[src/rtl/mlp_pkg.sv]
// Shared types and constants for the MLP inference sequencer.
package mlp_pkg;

  typedef enum logic [2:0] {
    IDLE,
    FETCH,
    HID,
    OUT,
    CHECK,
    NEXT,
    DONE
  } state_t;

  localparam int         HID_PASSES   = 3;
  localparam int         PUS_PER_PASS = 10;
  localparam logic [1:0] OUT_BANK     = 2'd3;

endpackage

[src/rtl/mlp_sequencer_pass_timer.sv]
// Per-pass wait counter: counts cycles while a PU pass settles and flags its last cycle.
module pass_timer #(
  parameter int PU_LAT = 2
) (
  input  logic clk,
  input  logic rst,
  input  logic clr,
  output logic last
);

  logic [3:0] w;

  always_ff @(posedge clk or negedge rst) begin
    if (!rst) begin
      w <= '0;
    end else if (clr) begin
      w <= '0;
    end else begin
      w <= w + 4'd1;
    end
  end

  assign last = (w == 4'(PU_LAT - 1));

endmodule

[src/rtl/mlp_sequencer.sv]
// Inference sequencer: fetch, three hidden passes, one output pass, check, advance.
//
// state | meaning
// IDLE  | waiting for start
// FETCH | read sample and label
// HID   | hidden pass p settling; load hidden regs on its last cycle
// OUT   | output pass settling; load output reg on its last cycle
// CHECK | compare argmax with label, bump accuracy
// NEXT  | advance sample address, stop after the last sample
// DONE  | run finished, hold until reset
module mlp_sequencer
  import mlp_pkg::*;
#(
  parameter int NUM_SAMPLES = 750,
  parameter int PU_LAT      = 2,
  parameter int ADDR_W      = 10
) (
  input  logic              clk,
  input  logic              rst,
  input  logic              start,
  input  logic              eql,
  input  logic [ADDR_W-1:0] addr_count,
  output logic              mem_read,
  output logic              label_mem_read,
  output logic              input_sel,
  output logic              reg_sel,
  output logic [1:0]        weight_sel,
  output logic [1:0]        bias_sel,
  output logic [29:0]       reg_load,
  output logic              out_load,
  output logic              addr_count_enable,
  output logic              ac_count_enable,
  output logic              busy,
  output logic              done
);

  state_t     state;
  logic [1:0] p;
  logic       last;
  logic       timer_clr;

  // The timer only runs inside a pass and restarts at every pass boundary.
  assign timer_clr = !((state == HID) || (state == OUT)) || last;

  pass_timer #(.PU_LAT(PU_LAT)) u_pass_timer (
    .clk  (clk),
    .rst  (rst),
    .clr  (timer_clr),
    .last (last)
  );

  always_ff @(posedge clk or negedge rst) begin
    if (!rst) begin
      state <= IDLE;
      p     <= '0;
    end else begin
      case (state)
        IDLE:  if (start) state <= FETCH;
        FETCH: begin
          state <= HID;
          p     <= '0;
        end
        HID: begin
          if (last) begin
            if (p == 2'(HID_PASSES - 1)) begin
              state <= OUT;
              p     <= '0;
            end else begin
              p <= p + 2'd1;
            end
          end
        end
        OUT:   if (last) state <= CHECK;
        CHECK: state <= NEXT;
        NEXT:  state <= (addr_count == ADDR_W'(NUM_SAMPLES - 1)) ? DONE : FETCH;
        DONE:  state <= DONE;
        default: state <= IDLE;
      endcase
    end
  end

  always_comb begin
    mem_read          = 1'b0;
    label_mem_read    = 1'b0;
    input_sel         = 1'b0;
    reg_sel           = 1'b0;
    weight_sel        = 2'd0;
    bias_sel          = 2'd0;
    reg_load          = '0;
    out_load          = 1'b0;
    addr_count_enable = 1'b0;
    ac_count_enable   = 1'b0;
    done              = 1'b0;
    case (state)
      FETCH: begin
        mem_read       = 1'b1;
        label_mem_read = 1'b1;
      end
      HID: begin
        mem_read   = 1'b1;
        weight_sel = p;
        bias_sel   = p;
        if (last) reg_load = 30'h3ff << (PUS_PER_PASS * int'(p));
      end
      OUT: begin
        mem_read   = 1'b1;
        input_sel  = 1'b1;
        reg_sel    = 1'b1;
        weight_sel = OUT_BANK;
        bias_sel   = OUT_BANK;
        out_load   = last;
      end
      CHECK: begin
        label_mem_read  = 1'b1;
        reg_sel         = 1'b1;
        ac_count_enable = eql;
      end
      NEXT:    addr_count_enable = 1'b1;
      DONE:    done = 1'b1;
      default: ;
    endcase
    busy = (state != IDLE) && (state != DONE);
  end

endmodule
[config.mk]
export PLATFORM = sky130hd
export DESIGN_NAME = mlp_sequencer
export DESIGN_NICKNAME = d
export VERILOG_FILES = /design/src/rtl/mlp_pkg.sv /design/src/rtl/mlp_sequencer_pass_timer.sv /design/src/rtl/mlp_sequencer.sv
export SDC_FILE = /design/constraint.sdc
export NUM_CORES = 1
export LEC_CHECK = 0
export BUFFER_PORTS_ARGS = -buffer_cell sky130_fd_sc_hd__buf_2
export CAP_MARGIN = 20
export CORE_ASPECT_RATIO = 0.75
export CORE_MARGIN = 4
export CORE_UTILIZATION = 46
export CTS_BUF_LIST = sky130_fd_sc_hd__clkbuf_4
export DETAILED_ROUTE_END_ITERATION = 16
export PLACE_DENSITY_LB_ADDON = 0.25
export SYNTH_ARGS = -nofsm -noshare
export SYNTH_HDL_FRONTEND = slang
export SYNTH_SLANG_ARGS = --single-unit
[constraint.sdc]
create_clock -name clk -period 6.25 [get_ports clk]
set_input_delay 1.25 -clock clk [delete_from_list [all_inputs] [get_ports clk]]
set_output_delay 1.25 -clock clk [all_outputs]
set_load 0.1 [all_outputs]
Yosys cells after proc, flatten, opt, wreduce, memory -nomap -nowiden
Cells that the tools add are included.
- flip-flop bits (word level): 9
- latch bits: 0
- bits in writable memories: 0
- memory bits (read-only): 0
- output and inout port bits: 43
- memories: 0
- $add $sub $neg: 2
- multipliers: 1
- divide/modulo/power cells: 0
- order comparisons: 0
- eq/ne operators: 14
- shift operators: 1
- mux-type cells: 21
- bitwise gates (word level): 0
- reductions and logical operators: 12
- operator list (kind ; number):
    $mux W30 ; 2
    $shl A10 B6 Y30 const A ; 1
    $pmux W3 S7 ; 1
    $mux W3 ; 5
    $eq A10 B10 Y1 const B ; 1
    $eq A3 B3 Y1 const B ; 3
    $mux W1 ; 8
    $pmux W2 S2 ; 2
    $eq A3 B2 Y1 const B ; 2
    $ne A2 B2 Y1 const B ; 3
    $mul A3 B2 Y5 const A ; 1
    $add A4 B1 Y4 const B ; 1
    $eq A4 B1 Y1 const B ; 1
    $mux W2 ; 2
    $mux W4 ; 1
    $reduce_and A4 Y1 ; 1
    $reduce_or A2 Y1 ; 2
    $eq A3 B1 Y1 const B ; 1
    $logic_not A3 Y1 ; 1
    $ne A3 B3 Y1 const B ; 1
    $reduce_bool A3 Y1 ; 1
    $reduce_or A3 Y1 ; 1
    $add A2 B1 Y2 const B ; 1
    $eq A2 B2 Y1 const B ; 1
    other kinds (6) ; 7

Depth between registers and ports, before layout
Gate-level depths: netlist (run 1).
- depth after elaboration: 5
- gate-level depth with buffers: 5
- gate-level depth less buffers: 5

Cells and area by module
A second synthesis (run 1) with hierarchy kept.
- cell total of the unflattened synthesis: 99
- area total of the unflattened synthesis: 883.3 um^2
- modules (own cells, without submodules) (module ; times used ; cells an instance ; area each (um^2) ; seq. area each (um^2)):
    mlp_sequencer ; 1 ; 83 ; 691.9 ; 125.1
    pass_timer ; 1 ; 16 ; 191.4 ; 100.1

Worst setup path after synthesis (run 1)
No wires, ideal clock.
- path type: register to output
- start: register u_pass_timer.w[1]
- end: output port reg_load[1]
- arrival time: 2.870 ns
- required time: 5.000 ns
- path slack: 2.130 ns
- cell stages (with the launch flop): 6
- buffers on the path: 1
- cells stage by stage: dfrtp_1 > inv_1 > ha_1 > or4b_4 > nor4b_4 > buf_4
- longest elaborated chain between the ends: 3
- RTL lines (item ; RTL line ; source):
    start: declaration ; mlp_sequencer_pass_timer.sv:11 ; logic [3:0] w;
    start signal: assignment ; mlp_sequencer_pass_timer.sv:19 ; w <= w + 4'd1;
    $eq A4 B1 Y1 ; mlp_sequencer_pass_timer.sv:23 ; assign last = (w == 4'(PU_LAT - 1));
    $mux W30 ; mlp_sequencer.sv:103 ; if (last) reg_load = 30'h3ff << (PUS_PER_PASS * int'(p));
    $mux W30 ; mlp_sequencer.sv:94 ; case (state)
    end: declaration ; mlp_sequencer.sv:29 ; output logic [29:0] reg_load,
No other way between the ends.

Worst setup path after layout (run 1)
- start: register u_pass_timer.w[1]
- end: output port reg_load[2]
Same word-level chain as after synthesis.

==> results of run 1 <==
per-layer routing:
metal  up-vias  part of all wire  GRT usage
met2        44              0.43      0.212
met4         0                 0     0.0278
met3         0              0.14     0.0595
li1        379                 -          -
met1       335              0.43      0.184
met5         -                 0          0
critical path, delay by kind of cell (launching register included):
kind,cells,cell delay (ps)
buffers and inverters,2,570
DFF,1,390
and+or+nand+nor,2,980
adders and majority gates,1,190
worst min path at each step:
stage,end,depth (start not counted)
4_1_cts,u_pass_timer.w[0]$_DFF_PN0_,1
6_report,u_pass_timer.w[0]$_DFF_PN0_,1
5_1_grt,u_pass_timer.w[0]$_DFF_PN0_,1
3_3_place_gp,u_pass_timer.w[0]$_DFF_PN0_,1
3_5_place_dp,u_pass_timer.w[0]$_DFF_PN0_,1
2_1_floorplan,u_pass_timer.w[0]$_DFF_PN0_,1
cell usage after synthesis, drive strengths merged:
cell / instances / area [µm²]
or3b: 1 / 8.76
and4b: 1 / 10.0
or4b: 1 / 13.8
nand3: 5 / 25.0
o22ai: 1 / 6.26
o21ai: 1 / 5.00
nand2b: 4 / 25.0
buf: 28 / 210
and3: 1 / 6.26
o211ai: 1 / 7.51
nor3b: 1 / 7.51
a311o: 1 / 10.0
dfrtp: 9 / 225
and2: 1 / 6.26
inv: 4 / 15.0
a21oi: 5 / 25.0
nand2: 2 / 7.51
or2b: 1 / 8.76
nor4bb: 1 / 10.0
clkbuf: 3 / 31.3
xor2: 1 / 8.76
nor3: 1 / 5.00
o21a: 1 / 7.51
nand3b: 2 / 15.0
a311oi: 1 / 8.76
and4: 3 / 26.3
nor4b: 2 / 32.5
a221o: 1 / 10.0
xnor2: 1 / 8.76
nand4: 1 / 6.26
nor2: 12 / 45.0
and2b: 1 / 8.76
ha: 2 / 25.0
metrics by stage:
| stage | worst slack (ps) | instance area (µm²) | utilization | cells | power, µW |
|---|---|---|---|---|---|
| floorplan | 2130 | 872 | - | 101 | 59.9 |
| global placement | 2930 | 938 | 0.534 | 148 | 64.7 |
| global route | 2440 | 968 | 0.551 | 152 | 119 |
| CTS | 2580 | 968 | 0.551 | 152 | 115 |
| finish | 2600 | 968 | 0.551 | 152 | 113 |
| detailed placement | 2870 | 938 | 0.534 | 148 | 64.9 |
power by group through the flow:
stage / sequential [µW] / clock [µW] / combinational (µW)
after floorplan: 59.3 / 0 / 0.504
after CTS: 58.2 / 50.8 / 5.57
after global routing: 58.2 / 54.7 / 6.06
after global placement: 59.3 / 0 / 5.36
final: 58.3 / 49.3 / 5.37
after detailed placement: 59.3 / 0 / 5.57
sequential cells by signal, indices dropped and copies added, names as in the netlist:
register and cells:
p 2, state 3, u_pass_timer.w 4
final cells by class:
type	instances	area, µm²
Timing Repair Buffer	56	280
Fill cell	175	788
Sequential cell	9	225
Tap cell	22	27.5
Inverter	4	15.0
Clock buffer	4	30.0
Multi-Input combinational cell	57	390
cell families after synthesis:
| group | after synthesis |
|---|---|
| simple gates | 41 |
| flops | 9 |
| xor+xnor | 2 |
| fa+ha+maj | 2 |
| compound gates | 12 |
| buf+inv | 35 |
==> results.md, run 1 <==
- Synthesis warning total: 0
- Worst setup path endpoint: reg_load[2]
- Number of CTS-inserted buffers: 3
- Signed area change from the synthesized netlist to the final layout: 11.0%
- Xor and xnor fraction of the mapped netlist area: 0.0201
- Antenna Violating Nets Remaining: 0
- Initial Util: 0.496
- Multiplexer area fraction after synthesis: 0
- Total Routing Usage GR: 0.139
- Cell internal pwr: 90.4 µW
- Final wirelength: 1870 µm
- Cell area after synthesis: 872 µm²
- Max-cap violation count: 0
- P_sw: 22.5 µW
- Sequential-to-total area share from yosys stat: 0.258
- Detailed-route via count: 758
- Synthesized Nets: 117
- Setup TNS: 0 ps
- LEAKAGE: 0.000571 µW
- DR vias/cell: 4.99
- Latest clock arrival within the worst-skew pair: 260 ps
- Sequence of cells on the critical path: inv_1 > ha_1 > or4b_4 > nor4b_4 > buf_2
- Internal reg-to-reg setup slack: 4410 ps
- Master cell of the clock root buffer: clkbuf_4
- R2r worst-path depth: 5
- Required @ worst endpoint: 5000 ps
- Combinational cell fraction of total power: 0.048
- Hold Buf Count CTS: 0
- Fin. Hold Viols: 0
- Die area: 0.00266 mm²
- Post-Route Skew: 5.71 ps
- Share of the cycle needed by the critical path after routing: 0.583
- Antenna violations before repair: 0
- Most common cell after layout, fill and taps aside: buf_2
- Die width: 58.3 µm
- CTS H-tree lvls: 1
- Worst reg2reg startpoint: u_pass_timer.w[1]$_DFF_PN0_
- Average wire per standard cell: 12.3 µm
- Result of the run: completed
- Worst Path Arrival: 2400 ps
- Startpoint-to-endpoint class of the critical path: flip-flop to primary output
- Remaining Overflow, GRT: 0
- Clk network pwr share: 0.437
- Rel. slew slack: 0.676
- Main combinational cell family by area after synthesis: simple AND/OR/NAND/NOR gates
- Highest-count cells in the layout ignoring fill and taps: 56 x buf_2, 12 x nor2_1, 9 x dfrtp_1
- # resized after CTS: 0
- Pin count of the biggest net entering global routing: 15
- Unique cell type count in the Yosys netlist: 35
- Site row count: 13
- Worst setup SP type: flip-flop
- Clock buffer depth: 2
- Pin slew with the least headroom to its limit: 490 ps
- Placer Congestion: 0.886
- Synthesis-stage register bit count: 9
- R2R Path End: p[0]$_DFFE_PN0P_
- Area share of fa/ha/maj cells after synthesis: 0.0287
- Critical-path top delay cell: or4b_4
- Instance count of the mapped netlist: 101
- Power Density: 117 mW/mm²
- Min Clock Period, post-route: 3650 ps
- Smallest hold slack: 503 ps
- Number of top-level design ports: 57
- Syn_area_per_cell: 8.63 µm²
- Switching fraction of total power: 0.199
- CP max stage delay: 520 ps
- First-pass GRT wire length: 2770 µm
- Unrepaired setup endpoints after global routing: false
- Number of antenna cells inserted: 0
- Startpoint of the tightest hold check path: u_pass_timer.w[0]$_DFF_PN0_
- Count of routing violations after the opening detailed-route iteration: 15
- Post-route DRC violation count: 0
- CTS clk-pin slew, worst paths: 60 ps
- Type of destination of the critical path: primary output
- TritonCTS clock tree: done
- Worst Path Max Fanout: 11
- Core footprint: 0.00176 mm²
- Number of iterations in the first detailed-routing pass: 4
- Post-CTS setup buffer count: 0
- Port bufs: 56
- Type of the tightest min-delay check: flip-flop to flip-flop
- Achievable frequency: 0.274 GHz
- VDD IR-drop max: 0.111 mV
- Endpoints failing setup: 0
- TritonCTS Sinks: 9
- Final nets: 147
- Synthesized-area fraction occupied by ao, oa, aoi and oai cells: 0.0918
- Max-slew violations: 0
- Detailed placement HPWL: 1510 µm
- Fraction of final layout cells with drive strength greater than 1: 0.500
- Simple-gate share of the synthesized area: 0.307
- Height of the chip: 45.7 µm
- Portion of total power attributed to sequential cells: 0.516
- Number of global-route vias before repair: 624
- Launching element of the worst setup path: u_pass_timer.w[1]$_DFF_PN0_
(Power assumes the default switching activity.)
==> inputs of run 2 (changes only) <==
--- a/config.mk
+++ b/config.mk
@@ -5,11 +5,12 @@
 export SDC_FILE = /design/constraint.sdc
 export NUM_CORES = 1
 export LEC_CHECK = 0
+export ABC_AREA = 1
 export BUFFER_PORTS_ARGS = -buffer_cell sky130_fd_sc_hd__buf_2
 export CAP_MARGIN = 20
 export CORE_ASPECT_RATIO = 0.75
 export CORE_MARGIN = 4
-export CORE_UTILIZATION = 46
+export CORE_UTILIZATION = 44
 export CTS_BUF_LIST = sky130_fd_sc_hd__clkbuf_4
 export DETAILED_ROUTE_END_ITERATION = 16
 export PLACE_DENSITY_LB_ADDON = 0.25
==> constraint.sdc (replaced) <==
create_clock -name clk -period 3.5 [get_ports clk]
set_input_delay 0.7 -clock clk [delete_from_list [all_inputs] [get_ports clk]]
set_output_delay 0.7 -clock clk [all_outputs]
set_load 0.1 [all_outputs]
==> results.md, run 2 <==
- Result of the run: completed
- Core footprint: 0.00184 mm² (+4.6%)
- Remaining Overflow, GRT: 0 (unchanged)
- Max-cap violation count: 0 (unchanged)
- Register ranked first by flip-flop count: u_pass_timer.w
- Leading post-synthesis cells by cell area: dfrtp_1 25%, buf_4 23%, nand2_1 9.1%
- TritonCTS Sinks: 9 (unchanged)
- R2r worst-path depth: 6 (+1)
- Height of the chip: 47.2 µm (+3.3%)
- Die area: 0.00285 mm² (+7.0%)
- Fin. Hold Viols: 0 (unchanged)
- Post-CTS setup buffer count: 0 (unchanged)
- Synthesis-stage register bit count: 9 (unchanged)
- Type of destination of the critical path: primary output
- Instance count of the mapped netlist: 129 (+28%)
- Unrepaired setup endpoints after global routing: false
- Number of CTS-inserted buffers: 3 (unchanged)
- Total Routing Usage GR: 0.130 (-0.00841)
- Worst reg2reg startpoint: state[2]$_DFFE_PN0P_
- First-pass GRT wire length: 2650 µm (-4.5%)
- Endpoints failing setup: 0 (unchanged)
- Commonest register cell after synthesis: dfrtp_1
- Site row count: 13 (unchanged)
- Post-route DRC violation count: 0 (unchanged)
- Hold Buf Count CTS: 0 (unchanged)
- Internal reg-to-reg setup slack: 2150 ps (-2260 ps)
- Required @ worst endpoint: 2800 ps (-2200 ps)
- Final wirelength: 1860 µm (-0.64%)
- Leading cell types by count after synthesis: 28 x buf_4, 22 x nand2_1, 17 x inv_1, 17 x nor2_1, 9 x dfrtp_1
- Number of iterations in the first detailed-routing pass: 4 (unchanged)
- DR vias/cell: 4.47 (-10%)
- Antenna Violating Nets Remaining: 0 (unchanged)
- Number of enable flip-flop cells after synthesis: 0 (unchanged)
- Count of routing violations after the opening detailed-route iteration: 14 (-1)
- Clock buffer depth: 2 (unchanged)
- Setup TNS: 0 ps (unchanged)
- Initial Util: 0.491 (-0.00495)
- R2R Path End: p[0]$_DFFE_PN0P_
- Most common cell after layout, fill and taps aside: buf_2
- Startpoint-to-endpoint class of the critical path: flip-flop to primary output
- Fraction of final layout cells with drive strength greater than 1: 0.513 (+0.0125)
- Type of the tightest min-delay check: input port to async pin
- Signed area change from the synthesized netlist to the final layout: 13.4%
- Number of flip-flops under the largest register name: 4 (unchanged)
- Pin slew with the least headroom to its limit: 490 ps (+0.565 ps)
- Worst Path Arrival: 2020 ps (-380 ps)
- Share of the cycle needed by the critical path after routing: 0.778
- Placer Congestion: 0.857 (-3.3%)
- Detailed placement HPWL: 1620 µm (+6.8%)
- Post-Route Skew: 5.79 ps (+0.0796 ps)
- Unique cell type count in the Yosys netlist: 21 (-40%)
- Top cell type by total area after synthesis: dfrtp_1
- Footprint of the multi-input gates: 379 µm² (-2.9%)
- Leading registers by flop count: u_pass_timer.w: 4 flops, state: 3 flops, p: 2 flops
- Launching element of the worst setup path: state[2]$_DFFE_PN0P_
- Worst Path Max Fanout: 10 (-1)
- Max-slew violations: 0 (unchanged)
- Sequential-to-total area share from yosys stat: 0.249 (-0.00894)
- Min Clock Period, post-route: 2720 ps
- Cell area after synthesis: 903 µm² (+3.6%)
- Die width: 60.3 µm (+3.5%)
- Detailed-route via count: 814 (+7.4%)
- Worst setup SP type: flip-flop
- Rel. slew slack: 0.675 (about the same)
- Sequential cell area: 225 µm² (unchanged)
- Fill cell instance count of the final layout: 191 (+9.1%)
- Async set-reset flop share out of synthesis: 1.00 (unchanged)
- Area share of the largest cell type after synthesis: 0.249 (-0.00894)
- Highest-count cells in the layout ignoring fill and taps: 56 x buf_2, 22 x nand2_1, 17 x inv_1
- Number of global-route vias before repair: 590 (-5.4%)
- Achievable frequency: 0.367 GHz
- CTS clk-pin slew, worst paths: 60 ps (about the same)
- Antenna violations before repair: 0 (unchanged)
- Number of top-level design ports: 57 (unchanged)
- Syn_area_per_cell: 7.00 µm² (-19%)
- # resized after CTS: 0 (unchanged)
- Average wire per standard cell: 10.2 µm (-17%)
- CTS H-tree lvls: 1 (unchanged)
- Final nets: 177 (+20%)
- Latest clock arrival within the worst-skew pair: 260 ps (about the same)
- Most used standard cell by instance count after synthesis: buf_4
- Master cell of the clock root buffer: clkbuf_4
- TritonCTS clock tree: done
- Port bufs: 56 (unchanged)
- Number of antenna cells inserted: 0 (unchanged)
- Synthesized Nets: 145 (+24%)
- Pin count of the biggest net entering global routing: 11 (-4)
- Synthesis warning total: 0 (unchanged)
[run 2: area by class of cell]
cell class	instances	share of cell area
clock buffer	4	0.0293
inverter	22	0.0806
multi-input combinational	69	0.370
sequential	9	0.220
tap	22	0.0269
timing repair buffer	56	0.274
[run 2: critical path, stage by stage (launching register included)]
cell	delay, ps
dfrtp_1	510
inv_2	140
nand2_4	70
nor2_4	140
inv_2	90
nor3_2	100
nand2_1	80
inv_1	160
buf_2	460
[run 2: cells by family after synthesis]
kind of cell               after synthesis  synth area share
AOI/OAI and AO/OA                        6            0.0416
xor gates and xnor gates                 2            0.0194
adders and majority gates                2            0.0277
buffers and inverters                   51             0.337
DFF                                      9             0.249
and+or+nand+nor                         59             0.325
[run 2: worst max-delay path by stage]
| stage | to | slack [ps] | cells after the start |
|---|---|---|---|
| 5_1_grt | reg_load[29] | 600 | 7 |
| 3_5_place_dp | reg_load[7] | 1060 | 8 |
| 6_report | reg_load[7] | 780 | 8 |
| 2_1_floorplan | weight_sel[0] | 150 | 5 |
| 3_3_place_gp | reg_load[27] | 1110 | 7 |
| 4_1_cts | reg_load[7] | 770 | 8 |
[run 2: routing by layer]
layer  track usage  part of all wire  vias to the layer above
met5             0                 0                        -
met4        0.0531             0.012                        0
met3        0.0412              0.12                        5
met2         0.194              0.43                       41
met1         0.176              0.43                      350
li1              -                 -                      418
[run 2: through the flow]
stage	area [µm²]	util	hold WS (ps)	setup WS (ps)	cells
detailed placement	995	0.541	488	1060	178
floorplan	908	-	404	153	129
global placement	995	0.541	482	1110	178
CTS	1020	0.558	279	769	182
global route	1020	0.558	273	602	182
finish	1020	0.558	277	776	182
Power of run 2 is not shown: default switching activity piles up to over one toggle a cycle in this logic, so the estimate is an artifact.
==> inputs of run 3 (changes only) <==
--- a/config.mk
+++ b/config.mk
@@ -10,7 +10,7 @@
 export CAP_MARGIN = 20
 export CORE_ASPECT_RATIO = 0.75
 export CORE_MARGIN = 4
-export CORE_UTILIZATION = 44
+export CORE_UTILIZATION = 39
 export CTS_BUF_LIST = sky130_fd_sc_hd__clkbuf_4
 export DETAILED_ROUTE_END_ITERATION = 16
 export PLACE_DENSITY_LB_ADDON = 0.25
==> constraint.sdc (replaced) <==
create_clock -name clk -period 2.5 [get_ports clk]
set_input_delay 0.5 -clock clk [delete_from_list [all_inputs] [get_ports clk]]
set_output_delay 0.5 -clock clk [all_outputs]
set_load 0.1 [all_outputs]
==> results.md, run 3 (synthesis results as in run 2) <==
- Port bufs: 56 (unchanged)
- Endpoints failing setup: 0 (unchanged)
- Worst Path Max Fanout: 10 (unchanged)
- Site row count: 14 (+1)
- Pin count of the biggest net entering global routing: 11 (unchanged)
- First-pass GRT wire length: 3530 µm (+33%)
- Detailed placement HPWL: 1850 µm (+15%)
- Count of routing violations after the opening detailed-route iteration: 9 (-5)
- Max-slew violations: 0 (unchanged)
- Min Clock Period, post-route: 2450 ps
- Detailed-route via count: 839 (+3.1%)
- Sequence of cells on the critical path: inv_1 > ha_1 > nand2_1 > inv_1 > nand3_1 > nor2_4 > buf_2
- CTS H-tree lvls: 1 (unchanged)
- Achievable frequency: 0.408 GHz
- Unrepaired setup endpoints after global routing: true
- Rel. slew slack: 0.674 (-0.00184)
- Pin slew with the least headroom to its limit: 493 ps (+2.78 ps)
- Initial Util: 0.430 (-0.0617)
- Fraction of final layout cells with drive strength greater than 1: 0.555 (+0.0424)
- Library cell appearing most often on the critical path: inv_1
- # resized after CTS: 0 (unchanged)
- Required @ worst endpoint: 2000 ps (-800 ps)
- Post-route DRC violation count: 0 (unchanged)
- Most common cell after layout, fill and taps aside: buf_2
- Clock buffer depth: 2 (unchanged)
- Height of the chip: 49.7 µm (+5.2%)
- DR vias/cell: 4.46 (-0.22%)
- Max-cap violation count: 0 (unchanged)
- Die width: 63.6 µm (+5.4%)
- TritonCTS Sinks: 9 (unchanged)
- Hold Buf Count CTS: 0 (unchanged)
- Highest-count cells in the layout ignoring fill and taps: 36 x buf_2, 22 x nand2_1, 20 x buf_12
- Number of top-level design ports: 57 (unchanged)
- Latest clock arrival within the worst-skew pair: 250 ps (about the same)
- TritonCTS clock tree: done
- Type of destination of the critical path: primary output
- CTS clk-pin slew, worst paths: 60 ps (about the same)
- Register ranked first by flip-flop count: u_pass_timer.w
- Worst setup SP type: flip-flop
- Worst Path Arrival: 1950 ps (-70 ps)
- Critical-path top delay cell: buf_2
- Antenna violations before repair: 0 (unchanged)
- Placer Congestion: 0.799 (-6.7%)
- Smallest hold slack: 79.8 ps (-197 ps)
- Number of CTS-inserted buffers: 3 (unchanged)
- Type of the tightest min-delay check: input port to async pin
- Result of the run: completed
- Number of global-route vias before repair: 769 (+30%)
- Number of flip-flops under the largest register name: 4 (unchanged)
- Fill cell instance count of the final layout: 177 (-7.3%)
- Remaining Overflow, GRT: 0 (unchanged)
- Fin. Hold Viols: 0 (unchanged)
- Core footprint: 0.00210 mm² (+14%)
- Final nets: 181 (+2.3%)
- Antenna Violating Nets Remaining: 0 (unchanged)
- Number of iterations in the first detailed-routing pass: 4 (unchanged)
- Die area: 0.00316 mm² (+11%)
- Average wire per standard cell: 10.9 µm (+6.6%)
- Number of antenna cells inserted: 0 (unchanged)
- Final wirelength: 2050 µm (+10%)
- Total Routing Usage GR: 0.140 (+0.00916)
- Master cell of the clock root buffer: clkbuf_4
- Signed area change from the synthesized netlist to the final layout: 52.6%
- Share of the cycle needed by the critical path after routing: 0.981
- Post-Route Skew: 0.197 ps (-5.59 ps)
- CP max stage delay: 460 ps (-50 ps)
- Startpoint-to-endpoint class of the critical path: flip-flop to primary output
- Leading registers by flop count: u_pass_timer.w: 4 flops, state: 3 flops, p: 2 flops
## run 3: final cells by class
cell class | count | area [µm²] | area share
multi-input cells | 69 | 389 | 0.282
repair buffers | 60 | 611 | 0.443
flip-flops and latches | 9 | 225 | 0.163
well taps | 24 | 30.0 | 0.0218
inverters | 22 | 93.8 | 0.0681
clock buffers | 4 | 30.0 | 0.0218
## run 3: critical path, delay by kind of cell (launching register included)
| family | cells | cell delay [ps] |
|---|---|---|
| buffers and inverters | 3 | 680 |
| AND/OR/NAND/NOR | 3 | 490 |
| flip-flops | 1 | 400 |
| adder cells (fa/ha/maj) | 1 | 130 |
## run 3: final timing paths
path	startpoint	to	slack, ps	cells after the start
setup / recovery	u_pass_timer.w[1]$_DFF_PN0_	reg_load[26]	50	7
hold / removal	rst	u_pass_timer.w[2]$_DFF_PN0_	80	1
setup reg to reg	u_pass_timer.w[0]$_DFF_PN0_	u_pass_timer.w[1]$_DFF_PN0_	1140	6
hold reg to reg	u_pass_timer.w[0]$_DFF_PN0_	u_pass_timer.w[0]$_DFF_PN0_	500	1
max in group asynchronous	rst	u_pass_timer.w[1]$_DFF_PN0_	2250	1
min in group clk	u_pass_timer.w[0]$_DFF_PN0_	u_pass_timer.w[0]$_DFF_PN0_	500	1
## run 3: layer usage
| metal | up-vias | part of all wire | global-route usage |
|---|---|---|---|
| li1 | 432 | - | - |
| met5 | - | 0 | 0 |
| met4 | 0 | 0.015 | 0.0645 |
| met3 | 4 | 0.073 | 0.0318 |
| met1 | 369 | 0.43 | 0.181 |
| met2 | 34 | 0.48 | 0.220 |
## run 3: stage by stage
step / area [µm²] / utilization / std cells / TNS [ps] / worst slack [ps]
2_1_floorplan: 930 / - / 129 / -1570 / -647
3_3_place_gp: 1330 / 0.635 / 182 / 0 / 260
3_5_place_dp: 1330 / 0.635 / 182 / 0 / 203
4_1_cts: 1380 / 0.656 / 188 / 0 / 42.9
5_1_grt: 1380 / 0.656 / 188 / -855 / -90.6
6_report: 1380 / 0.656 / 188 / 0 / 47.1
## run 3: what timing repair did
| item | 4_1_cts | 5_1_grt |
|---|---|---|
| endpoints found under the hold margin | 0 | 0 |
| setup buffers | 2 | 0 |
| cloned | 0 | 0 |
| setup endpoints to repair | 8 | 10 |
Power of run 3 is left out for the same reason.
